### src/rtl/hazard_ctrl.sv
// hazard_ctrl: load-use/branch-flush/memory-wait stall sequencer for a 5-stage RV32I pipeline
//   clk_i, rst_i            clock (rising edge), asynchronous active-high reset
//   RS1addr_i, RS2addr_i    source registers of the instruction in ID
//   UsesRS2_i               ID instruction reads rs2
//   EX_RDaddr_i             destination register of the instruction in EX
//   EX_MemRead_i            EX instruction is a load
//   BranchTaken_i           branch/jump resolved taken in EX
//   dmem_req_i              MEM stage performs a load/store
//   dmem_ready_i            data memory completes the access this cycle
//   hazard_o                control mux inserts a bubble into ID_EX
//   PCWrite_o, IF_IDwrite_o PC and IF_ID enables
//   IF_IDflush_o            squash the fetched instruction
//   ID_EXflush_o            squash the decoded instruction
//   freeze_o                hold ID_EX, EX_MEM, MEM_WB during a memory wait
//   stall_cnt_o             saturating count of cycles with PCWrite_o low
//   err_o                   sticky data-memory timeout flag
module hazard_ctrl #(
    parameter int FLUSH_LEN   = 1,
    parameter int MEM_TIMEOUT = 64,
    parameter int CNT_W       = 32
) (
    input  logic             clk_i,
    input  logic             rst_i,
    input  logic [4:0]       RS1addr_i,
    input  logic [4:0]       RS2addr_i,
    input  logic             UsesRS2_i,
    input  logic [4:0]       EX_RDaddr_i,
    input  logic             EX_MemRead_i,
    input  logic             BranchTaken_i,
    input  logic             dmem_req_i,
    input  logic             dmem_ready_i,
    output logic             hazard_o,
    output logic             PCWrite_o,
    output logic             IF_IDwrite_o,
    output logic             IF_IDflush_o,
    output logic             ID_EXflush_o,
    output logic             freeze_o,
    output logic [CNT_W-1:0] stall_cnt_o,
    output logic             err_o
);
    typedef enum logic [1:0] {RUN, MEM_WAIT, FLUSH} state_t;
    localparam logic [15:0] TIMEOUT = 16'(MEM_TIMEOUT);
    localparam logic [3:0]  LAST    = 4'(FLUSH_LEN - 1);
    state_t      state, nextState;
    logic [3:0]  fcnt, nextFcnt;
    logic [15:0] wcnt, nextWcnt;
    logic        setErr, loadUse, memWait;
    always_comb begin
        loadUse = EX_MemRead_i && EX_RDaddr_i != 5'd0 &&
                  (EX_RDaddr_i == RS1addr_i || (UsesRS2_i && EX_RDaddr_i == RS2addr_i));
        memWait = dmem_req_i && !dmem_ready_i;
        nextState = state;
        nextFcnt = fcnt;
        nextWcnt = wcnt;
        setErr = 1'b0;
        hazard_o = 1'b0;
        PCWrite_o = 1'b1;
        IF_IDwrite_o = 1'b1;
        IF_IDflush_o = 1'b0;
        ID_EXflush_o = 1'b0;
        freeze_o = 1'b0;
        // Gating on rst_i makes the outputs take reset values combinationally while reset is held.
        if (!rst_i) begin
            if (state == MEM_WAIT || memWait) begin
                freeze_o = 1'b1;
                PCWrite_o = 1'b0;
                IF_IDwrite_o = 1'b0;
            end else if (state == FLUSH) begin
                IF_IDflush_o = 1'b1;
            end else if (BranchTaken_i) begin
                IF_IDflush_o = 1'b1;
                ID_EXflush_o = 1'b1;
            end else if (loadUse) begin
                hazard_o = 1'b1;
                PCWrite_o = 1'b0;
                IF_IDwrite_o = 1'b0;
            end
            if (state == MEM_WAIT) begin
                // wcnt saturates at the timeout so it cannot wrap during an endless wait.
                nextWcnt = wcnt == TIMEOUT ? wcnt : wcnt + 16'd1;
                setErr = !dmem_ready_i && nextWcnt == TIMEOUT;
                nextState = dmem_ready_i ? RUN : MEM_WAIT;
            end else if (memWait) begin
                nextState = MEM_WAIT;
                nextWcnt = 16'd1;
            end else if (state == FLUSH) begin
                nextState = fcnt == LAST ? RUN : FLUSH;
                nextFcnt = fcnt + 4'd1;
            end else if (BranchTaken_i && FLUSH_LEN > 1) begin
                nextState = FLUSH;
                nextFcnt = 4'd1;
            end
        end
    end
    always_ff @(posedge clk_i or posedge rst_i) begin
        if (rst_i) begin
            state <= RUN;
            fcnt <= '0;
            wcnt <= '0;
            err_o <= 1'b0;
            stall_cnt_o <= '0;
        end else begin
            state <= nextState;
            fcnt <= nextFcnt;
            wcnt <= nextWcnt;
            err_o <= err_o | setErr;
            stall_cnt_o <= (!PCWrite_o && !(&stall_cnt_o)) ? stall_cnt_o + 1'b1 : stall_cnt_o;
        end
    end
endmodule

### config.mk
export PLATFORM = sky130hd
export DESIGN_NAME = hazard_ctrl
export DESIGN_NICKNAME = d
export VERILOG_FILES = /design/src/rtl/hazard_ctrl.sv
export SDC_FILE = /design/constraint.sdc
export NUM_CORES = 1
export LEC_CHECK = 0
export CAP_MARGIN = 20
export CORE_MARGIN = 2
export CORE_UTILIZATION = 53
export CTS_BUF_LIST = sky130_fd_sc_hd__clkbuf_16
export DETAILED_ROUTE_END_ITERATION = 6
export GPL_ROUTABILITY_DRIVEN = 0
export GPL_TIMING_DRIVEN = 0
export PLACE_DENSITY = 0.89
export SYNTH_ARGS = -nofsm -noshare
export SYNTH_HDL_FRONTEND = slang
export SYNTH_SLANG_ARGS = --single-unit
export TNS_END_PERCENT = 1
### constraint.sdc
create_clock -name clk_i -period 2.4 [get_ports clk_i]
set_input_delay 0.48 -clock clk_i [delete_from_list [all_inputs] [get_ports clk_i]]
set_output_delay 0.48 -clock clk_i [all_outputs]
set_load 0.02 [all_outputs]
# ---- Yosys cells after proc, flatten, opt, wreduce, memory -nomap -nowiden
# Cells that the tools add are included.
dict set report op_classes {
  addsub 3
  n_mul 0
  div_mod_pow 0
  n_lt_le_gt_ge 0
  eq_ne 6
  shift 0
  mux 29
  bitwise_logic 4
  n_reduce_logical 19
}
# op count
set ops {}
lappend ops {{two-way mux 16 bit} 3}
lappend ops {{adder 32 x 1 -> 32 bit, second input constant} 1}
lappend ops {{equality test 16 x 7 -> 1 bit, second input constant} 2}
lappend ops {{AND reduction 32 bit} 1}
lappend ops {{two-way mux 1 bit} 22}
lappend ops {{adder 16 x 1 -> 16 bit, second input constant} 1}
lappend ops {{equality test 5 bit} 2}
lappend ops {{two-way mux 2 bit} 4}
lappend ops {{logical AND 1 bit} 6}
lappend ops {{nonzero test 5 bit} 1}
lappend ops {{adder 4 x 1 -> 4 bit, second input constant} 1}
lappend ops {{logical NOT 4 bit} 1}
lappend ops {{AND reduction 2 bit} 2}
lappend ops {{AND reduction 4 bit} 1}
lappend ops {{logical NOT 1 bit} 3}
lappend ops {{NOT 1 bit} 3}
lappend ops {{nonzero test 3 bit} 1}
lappend ops {{equality test 2 x 1 -> 1 bit, second input constant} 1}
lappend ops {{equality test 2 bit, second input constant} 1}
lappend ops {{logical OR 1 bit} 2}
lappend ops {{nonzero test 2 bit} 1}
lappend ops {{OR 1 bit} 1}
dict set report totals {
  regBits 55
  latchBits 0
  ramBits 0
  rom_bits 0
  in_bits 22
  out_inout_bits 39
  wordCells 66
  memories 0
}

# ---- Longest topological paths before layout
# Gate-level depths: netlist of run 1.
dict set report depth {
  word_depth 11
  mapped_depth 9
}

# ---- Worst setup path after synthesis of run 1
# OpenSTA, ideal clock, no wires.
dict set report synth_path {
  kind {input to register}
  startpoint {input rst_i}
  endpoint {register err_o}
  setup_time_ns 0.067
  arrival_ns 2.476
  t_required_ns 2.333
  setup_slack_ns -0.143
  path_stages 5
  path_buffers 1
  path_cell_list {inv_1 nand2b_1 clkbuf_1 a2111oi_0 a41o_1}
}
dict set report synth_between {
  elab_chain_cells 2
}
# element line_no
set synth_rtl {}
lappend synth_rtl {{start: declaration} 23} ;# input logic rst_i,
lappend synth_rtl {{two-way mux 1 bit} 63} ;# if (!rst_i) begin
lappend synth_rtl {{OR 1 bit} 106} ;# err_o <= err_o | setErr;
lappend synth_rtl {{end signal: assignment} 106}
lappend synth_rtl {{end: declaration} 39} ;# output logic err_o
# Every way passes these cells.
# A chain may end at the register's enable or synchronous reset.

# ---- Worst setup path in the final report of run 1
dict set report layout_path {
  startpoint {input rst_i}
  endpoint {output PCWrite_o}
}
dict set report layout_between {
  elab_chain_cells 1
}
# element line_no
set layout_rtl {}
lappend layout_rtl {{two-way mux 1 bit} 63}
lappend layout_rtl {{end: declaration} 33} ;# output logic PCWrite_o,
# Every way passes these cells.

==> results.json, run 1 <==
{
  "p_int_uw": 1870,
  "ys_async_sr_fraction_pct": 100,
  "worst-setup-path-type": "input pin to output pin",
  "syn_area_per_cell_um2": 9.57,
  "first_pass_iters": 4,
  "swShare_pct": 35.0,
  "synth_edf_count": 0,
  "path_cells": "clkdlybuf4s50_1, a21o_1, buf_6, inv_2, a21oi_4, buf_4, buf_4",
  "crit_path_start_kind": "input pin",
  "status": "finished, violations left",
  "ys_seq_area_share_pct": 40.6,
  "fill_cells": 490,
  "synth_common_cells": "dfrtp_1 (55), nand2_1 (40), xor2_1 (29), o21ai_0 (22), xnor2_1 (22)",
  "vias": 2928,
  "synth_fp_nets": 381,
  "initial_utilization_pct": 54.0,
  "cts_root_buf": "clkbuf_16",
  "period_minus_slack_ps": 2400,
  "drc": 0,
  "ios": 61,
  "multi_input_area_um2": 1880,
  "clock_path_buffers": 2,
  "end_kind": "output pin",
  "wl_um": 7970,
  "finalCritPeriodShare_pct": 100,
  "cts_tree": "yes",
  "timing.critical_path.mode_cell": "buf_4",
  "dp_hpwl_um": 5660,
  "htree_num_levels": 2,
  "fin_ws_ps": -4.28,
  "antenna_found_initial": 0,
  "synth_most_common_cell": "dfrtp_1",
  "synth.area.top_cells": "dfrtp_1 (41%), xor2_1 (7.5%), xnor2_1 (5.7%)",
  "synth_area_um2": 3390,
  "grt_max_degree": 43,
  "area_growth_pct": 27.3,
  "dr.first_iter.drc_count": 169,
  "via_per_inst": 5.80,
  "finalSetupViolCount": 1,
  "core-area_um2": 6280,
  "fin_util_pct": 68.7,
  "rsz0062_at_grt": "yes",
  "rows": 29,
  "p_per_area_nw_per_um2": 666,
  "yosys_warnings": 0,
  "nNetsFinal": 454,
  "p_clk_share_pct": 25.7,
  "die_h_um": 84.0,
  "ir_drop_mv": 0.422,
  "violations": "negative setup slack",
  "power_leakage_uw": 0.00180,
  "hold_viol": 0,
  "yosysTopAreaCell": "dfrtp_1",
  "yosys.area.top_type_share_pct": 40.6,
  "max_freq_ghz": 0.416,
  "die_w_um": 84.0,
  "p_switching_uw": 1010,
  "path_clk_slew_ps": 70,
  "clock_skew_ps": 5.20,
  "diodes": 0,
  "ys.flop_type": "dfrtp_1",
  "cap_violations": 0,
  "port_buffers": 60,
  "grt_pass1_vias": 2830,
  "worstMarginPinSlew_ps": 694,
  "grt_pass1_wl_um": 13800,
  "relSlewSlack_pct": 53.7,
  "crit_path_max_fanout": 10,
  "finalPower_uw": 2870,
  "hold_class": "input pin to flip-flop",
  "overflow": 0,
  "drt.antenna.violating_nets": 0,
  "crit_slowest_cell": "clkdlybuf4s50_1",
  "place_ws_ps": -1010,
  "slowest_delay_ps": 650,
  "numCtsBuffers": 5,
  "wl_per_cell_um": 15.8,
  "stdcell_area_um2": 4310,
  "track_usage_pct": 23.6,
  "cp.arrival_ps": 1920,
  "die_area_um2": 7050,
  "placed_area_um2": 4110,
  "critPathRequiredTime_ps": 1920,
  "yosysUniqueCellTypes": 54,
  "regArea_um2": 1380,
  "ys_seq_elements": 55,
  "combinationalPowerShare_pct": 31.6,
  "slew_violations": 0,
  "synthCells": 354,
  "cts_sinks": 55,
  "clock_latency_ps": 300,
  "drive_above_1_share_pct": 16.8,
  "seqPwrFrac_pct": 42.7
}
final timing paths:
kind	end	depth (start not counted)	slack (ps)	from
worst min-delay path	state[0]	2	480	dmem_ready_i
worst max register to register	stall_cnt_o[7]	9	70	stall_cnt_o[0]
worst max-delay path	PCWrite_o	7	-4	rst_i
worst min register to register	err_o	1	490	err_o
min in group asynchronous	wcnt[11]	3	750	rst_i
max in group asynchronous	stall_cnt_o[8]	4	1190	rst_i
metal layers:
metal	GRT usage (%)	vias to the layer above	wire, um
met5	0	-	0
met3	4.15	9	464
met2	38.3	92	3960
met4	5.43	0	82
met1	33.1	1425	3460
li1	-	1402	-
power groups by stage:
| stage | combinational [uW] | clock [uW] | sequential (uW) |
|---|---|---|---|
| after CTS | 901 | 748 | 1230 |
| after global routing | 992 | 786 | 1260 |
| after global placement | 854 | 0 | 1240 |
| after detailed placement | 881 | 0 | 1240 |
| final | 907 | 738 | 1230 |
| after floorplan | 446 | 0 | 1310 |
cell type report:
cell class / count / share of cell area [%]
Multi-Input combinational cell: 268 / 43.7
Sequential cell: 55 / 31.9
Timing Repair Buffer: 66 / 14.5
Buffer: 20 / 3.19
Clock buffer: 5 / 2.90
Tap cell: 77 / 2.23
Inverter: 11 / 1.04
Clock inverter: 3 / 0.551
layout by cell type, fill, tap and decap left out, types with 6 or more instances in the layout:
cell type,n
and4_1,6
nor3_2,12
nand3_1,16
nor3_1,10
xor2_1,29
buf_2,7
o21ai_0,22
nor2_1,14
o31ai_1,6
dfrtp_1,55
xnor2_1,22
buf_4,9
inv_1,9
nand2_1,40
nand4_1,17
clkdlybuf4s50_1,48
and3_1,9
per-stage QoR:
| step | std cells | TNS (ps) | hold slack [ps] |
|---|---|---|---|
| floorplan | 354 | 0 | 446 |
| global placement | 491 | -27770 | 454 |
| detailed placement | 492 | -15930 | 483 |
| CTS | 503 | -221 | 499 |
| global route | 505 | -114 | 500 |
| finish | 505 | -4.28 | 478 |
cell families after synthesis:
logic type      share of synthesized area [%]
simple gates                             29.4
xor+xnor                                 13.2
flops                                    40.6
fa+ha+maj                                2.14
compound gates                           9.20
buf+inv                                  4.76
mux                                     0.665
critical path, delay by kind of cell:
kind | cells | cell delay [ps]
AO/OA/AOI/OAI | 2 | 320
buffers and inverters | 5 | 1120
state kept, by name, indices dropped and copies added (netlist names):
signal       cells
stall_cnt_o     32
err_o            1
wcnt            16
fcnt             4
state            2
repair_timing:
item / 4_1_cts / 5_1_grt
setup endpoints to repair: 28 / 12
buffers inserted: 3 / 2
endpoints found under the hold margin: 0 / 0
resized for setup: 34 / 11
pin swaps: 4 / 5
hold buffers: 0 / 0
Power figures use the tool's default switching activity.
==> inputs of run 2 (changes only) <==
--- a/config.mk
+++ b/config.mk
@@ -7,12 +7,12 @@
 export LEC_CHECK = 0
 export CAP_MARGIN = 20
 export CORE_MARGIN = 2
-export CORE_UTILIZATION = 53
+export CORE_UTILIZATION = 43
 export CTS_BUF_LIST = sky130_fd_sc_hd__clkbuf_16
 export DETAILED_ROUTE_END_ITERATION = 6
 export GPL_ROUTABILITY_DRIVEN = 0
 export GPL_TIMING_DRIVEN = 0
-export PLACE_DENSITY = 0.89
+export PLACE_DENSITY = 0.79
 export SYNTH_ARGS = -nofsm -noshare
 export SYNTH_HDL_FRONTEND = slang
 export SYNTH_SLANG_ARGS = --single-unit
==> constraint.sdc (replaced) <==
create_clock -name clk_i -period 2.2 [get_ports clk_i]
set_input_delay 0.44 -clock clk_i [delete_from_list [all_inputs] [get_ports clk_i]]
set_output_delay 0.44 -clock clk_i [all_outputs]
set_load 0.02 [all_outputs]
==> results.json, run 2 (same netlist as run 1, synthesis figures left out) <==
{
  "antenna_found_initial": 0,
  "status": "finished, violations left",
  "worst-setup-path-type": "input pin to output pin",
  "ios": 61,
  "rsz0062_at_grt": "yes",
  "ir_drop_mv": 0.426,
  "tns_ps": -21.3,
  "wl_per_cell_um": 15.0,
  "fin_util_pct": 58.0,
  "overflow": 0,
  "critPathBufInv": 3,
  "drt.antenna.violating_nets": 0,
  "layout_commonest_cell": "dfrtp_1",
  "end_kind": "output pin",
  "stdcell_area_um2": 4460,
  "cp.arrival_ps": 1780,
  "crit_start": "EX_RDaddr_i[1]",
  "hold_class": "input pin to asynchronous set/reset pin",
  "routedLengthMet1_um": 3670,
  "crit_slowest_cell": "or4_4",
  "port_buffers": 60,
  "dr_wl_met3_um": 331,
  "grt_max_degree": 37,
  "fill_cells": 658,
  "reg2reg_slack_ps": 10,
  "cts_hold_buf": 0,
  "cp_num_cells": 6,
  "track_usage_pct": 19.0,
  "placed_area_um2": 4140,
  "numCtsBuffers": 5,
  "reg2regPathDepth": 9,
  "slew_violations": 0,
  "grt_pass1_wl_um": 13600,
  "reg2reg_to": "stall_cnt_o[31]",
  "finalCritPeriodShare_pct": 101,
  "path_delay_family": "simple AND/OR/NAND/NOR gates",
  "max_freq_ghz": 0.450,
  "period_minus_slack_ps": 2220,
  "vias": 2957,
  "die_h_um": 92.8,
  "rows": 32,
  "drc": 0,
  "crit_path_start_kind": "input pin",
  "dp_hpwl_um": 5470,
  "die_w_um": 92.8,
  "dr_wl_met2_um": 3870,
  "cts_root_buf": "clkbuf_16",
  "p_per_area_nw_per_um2": 714,
  "dr.first_iter.drc_count": 211,
  "regToRegStartpoint": "stall_cnt_o[0]",
  "clock_path_buffers": 2,
  "violations": "negative setup slack",
  "via_per_inst": 5.58,
  "grt_pass1_vias": 2911,
  "cts_sinks": 55,
  "relSlewSlack_pct": 41.3,
  "critPathCapture": "PCWrite_o",
  "diodes": 0,
  "fin_ws_ps": -21.3,
  "wl_um": 7950,
  "core-area_um2": 7690,
  "path_cells": "buf_8, or4_4, o211a_4, a21oi_4, buf_6, buf_6",
  "htree_num_levels": 2,
  "slowest_delay_ps": 540,
  "clock_skew_ps": 10.5,
  "die_area_um2": 8610,
  "hold_viol": 0,
  "drive_above_1_share_pct": 18.7,
  "largest_register": "stall_cnt_o",
  "timing.critical_path.mode_cell": "buf_6",
  "path_clk_slew_ps": 70,
  "finalSetupViolCount": 1,
  "clock_latency_ps": 290,
  "critPathRequiredTime_ps": 1760,
  "mostFrequentLayoutCells": "dfrtp_1 (55), clkdlybuf4s50_1 (42), nand2_1 (40), xor2_1 (29)",
  "area_growth_pct": 31.6,
  "topRoutingLayerUsed": "met4",
  "cts_tree": "yes",
  "reg.largest.list": "stall_cnt_o: 32 flops, wcnt: 16 flops, fcnt: 4 flops",
  "initial_utilization_pct": 44.1,
  "power_leakage_uw": 0.00190,
  "crit_path_max_fanout": 3,
  "worstMarginPinSlew_ps": 880,
  "largest_reg_flops": 32,
  "cap_violations": 0,
  "first_pass_iters": 4,
  "nNetsFinal": 454
}
-- run 2: changes by cell type in the layout (fill, tap and decap cells not counted), moves of 3 or more --
cell             delta
nor3_2              -3
dlymetal6s2s_1      +4
buf_6               +3
buf_4               -3
clkdlybuf4s50_1     -6
nor3_4              +4
-- run 2: worst min path at each step --
stage	from	endpoint	slack, ps	cells after the start
after floorplan	fcnt[3]	fcnt[3]	450	1
after global placement	err_o	err_o	460	1
after detailed placement	err_o	err_o	460	1
after CTS	rst_i	state[0]	390	2
after global routing	rst_i	wcnt[11]	470	2
final	rst_i	wcnt[11]	420	2
-- run 2: worst reg2reg max path, cell delays in order, from the launching register on --
cell and delay (ps):
dfrtp_1 430, ha_2 210, and4_1 200, buf_6 130, and4_4 180, a32oi_2 250
o21ai_4 160, buf_12 190, nor3_2 190, xor2_1 160
-- run 2: per-layer routing --
metal | GRT usage (%) | up-vias
li1 | - | 1408
met1 | 26.3 | 1463
met2 | 31.7 | 81
met3 | 2.85 | 5
met4 | 4.29 | 0
met5 | 0 | -
-- run 2: final cells by class --
| type | count | area, um^2 | share of cell area (%) |
|---|---|---|---|
| clock inverters | 3 | 23.8 | 0.533 |
| flip-flops and latches | 55 | 1380 | 30.9 |
| well taps | 102 | 128 | 2.86 |
| clock buffers | 5 | 125 | 2.81 |
| inverters | 11 | 47.5 | 1.07 |
| repair inverters | 1 | 5.00 | 0.112 |
| plain buffers | 20 | 153 | 3.42 |
| multi-input cells | 268 | 1950 | 43.8 |
| repair buffers | 65 | 647 | 14.5 |
-- run 2: stage by stage --
stage | hold slack [ps] | power (uW) | setup slack (ps) | std cells
after floorplan | 446 | 1910 | -145 | 354
after global placement | 456 | 2290 | -1550 | 516
after detailed placement | 459 | 2320 | -1110 | 517
after CTS | 387 | 3150 | -233 | 529
after global routing | 473 | 3360 | -75.1 | 530
final | 419 | 3180 | -21.3 | 530
-- run 2: repair_timing --
action	4_1_cts	5_1_grt
endpoints found under the setup margin	50	36
gates resized for setup	39	46
cloned	1	0
pin swaps	4	18
buffers inserted	3	1
endpoints found under the hold margin	0	0
-- run 2: where the power goes --
| part | switching [uW] | leakage [uW] | internal [uW] | total, uW |
|---|---|---|---|---|
| registers | 188 | 0.000709 | 1150 | 1340 |
| logic | 549 | 0.00112 | 486 | 1040 |
| clock network | 381 | 0.0000717 | 429 | 810 |
| total | 1120 | 0.00190 | 2060 | 3180 |
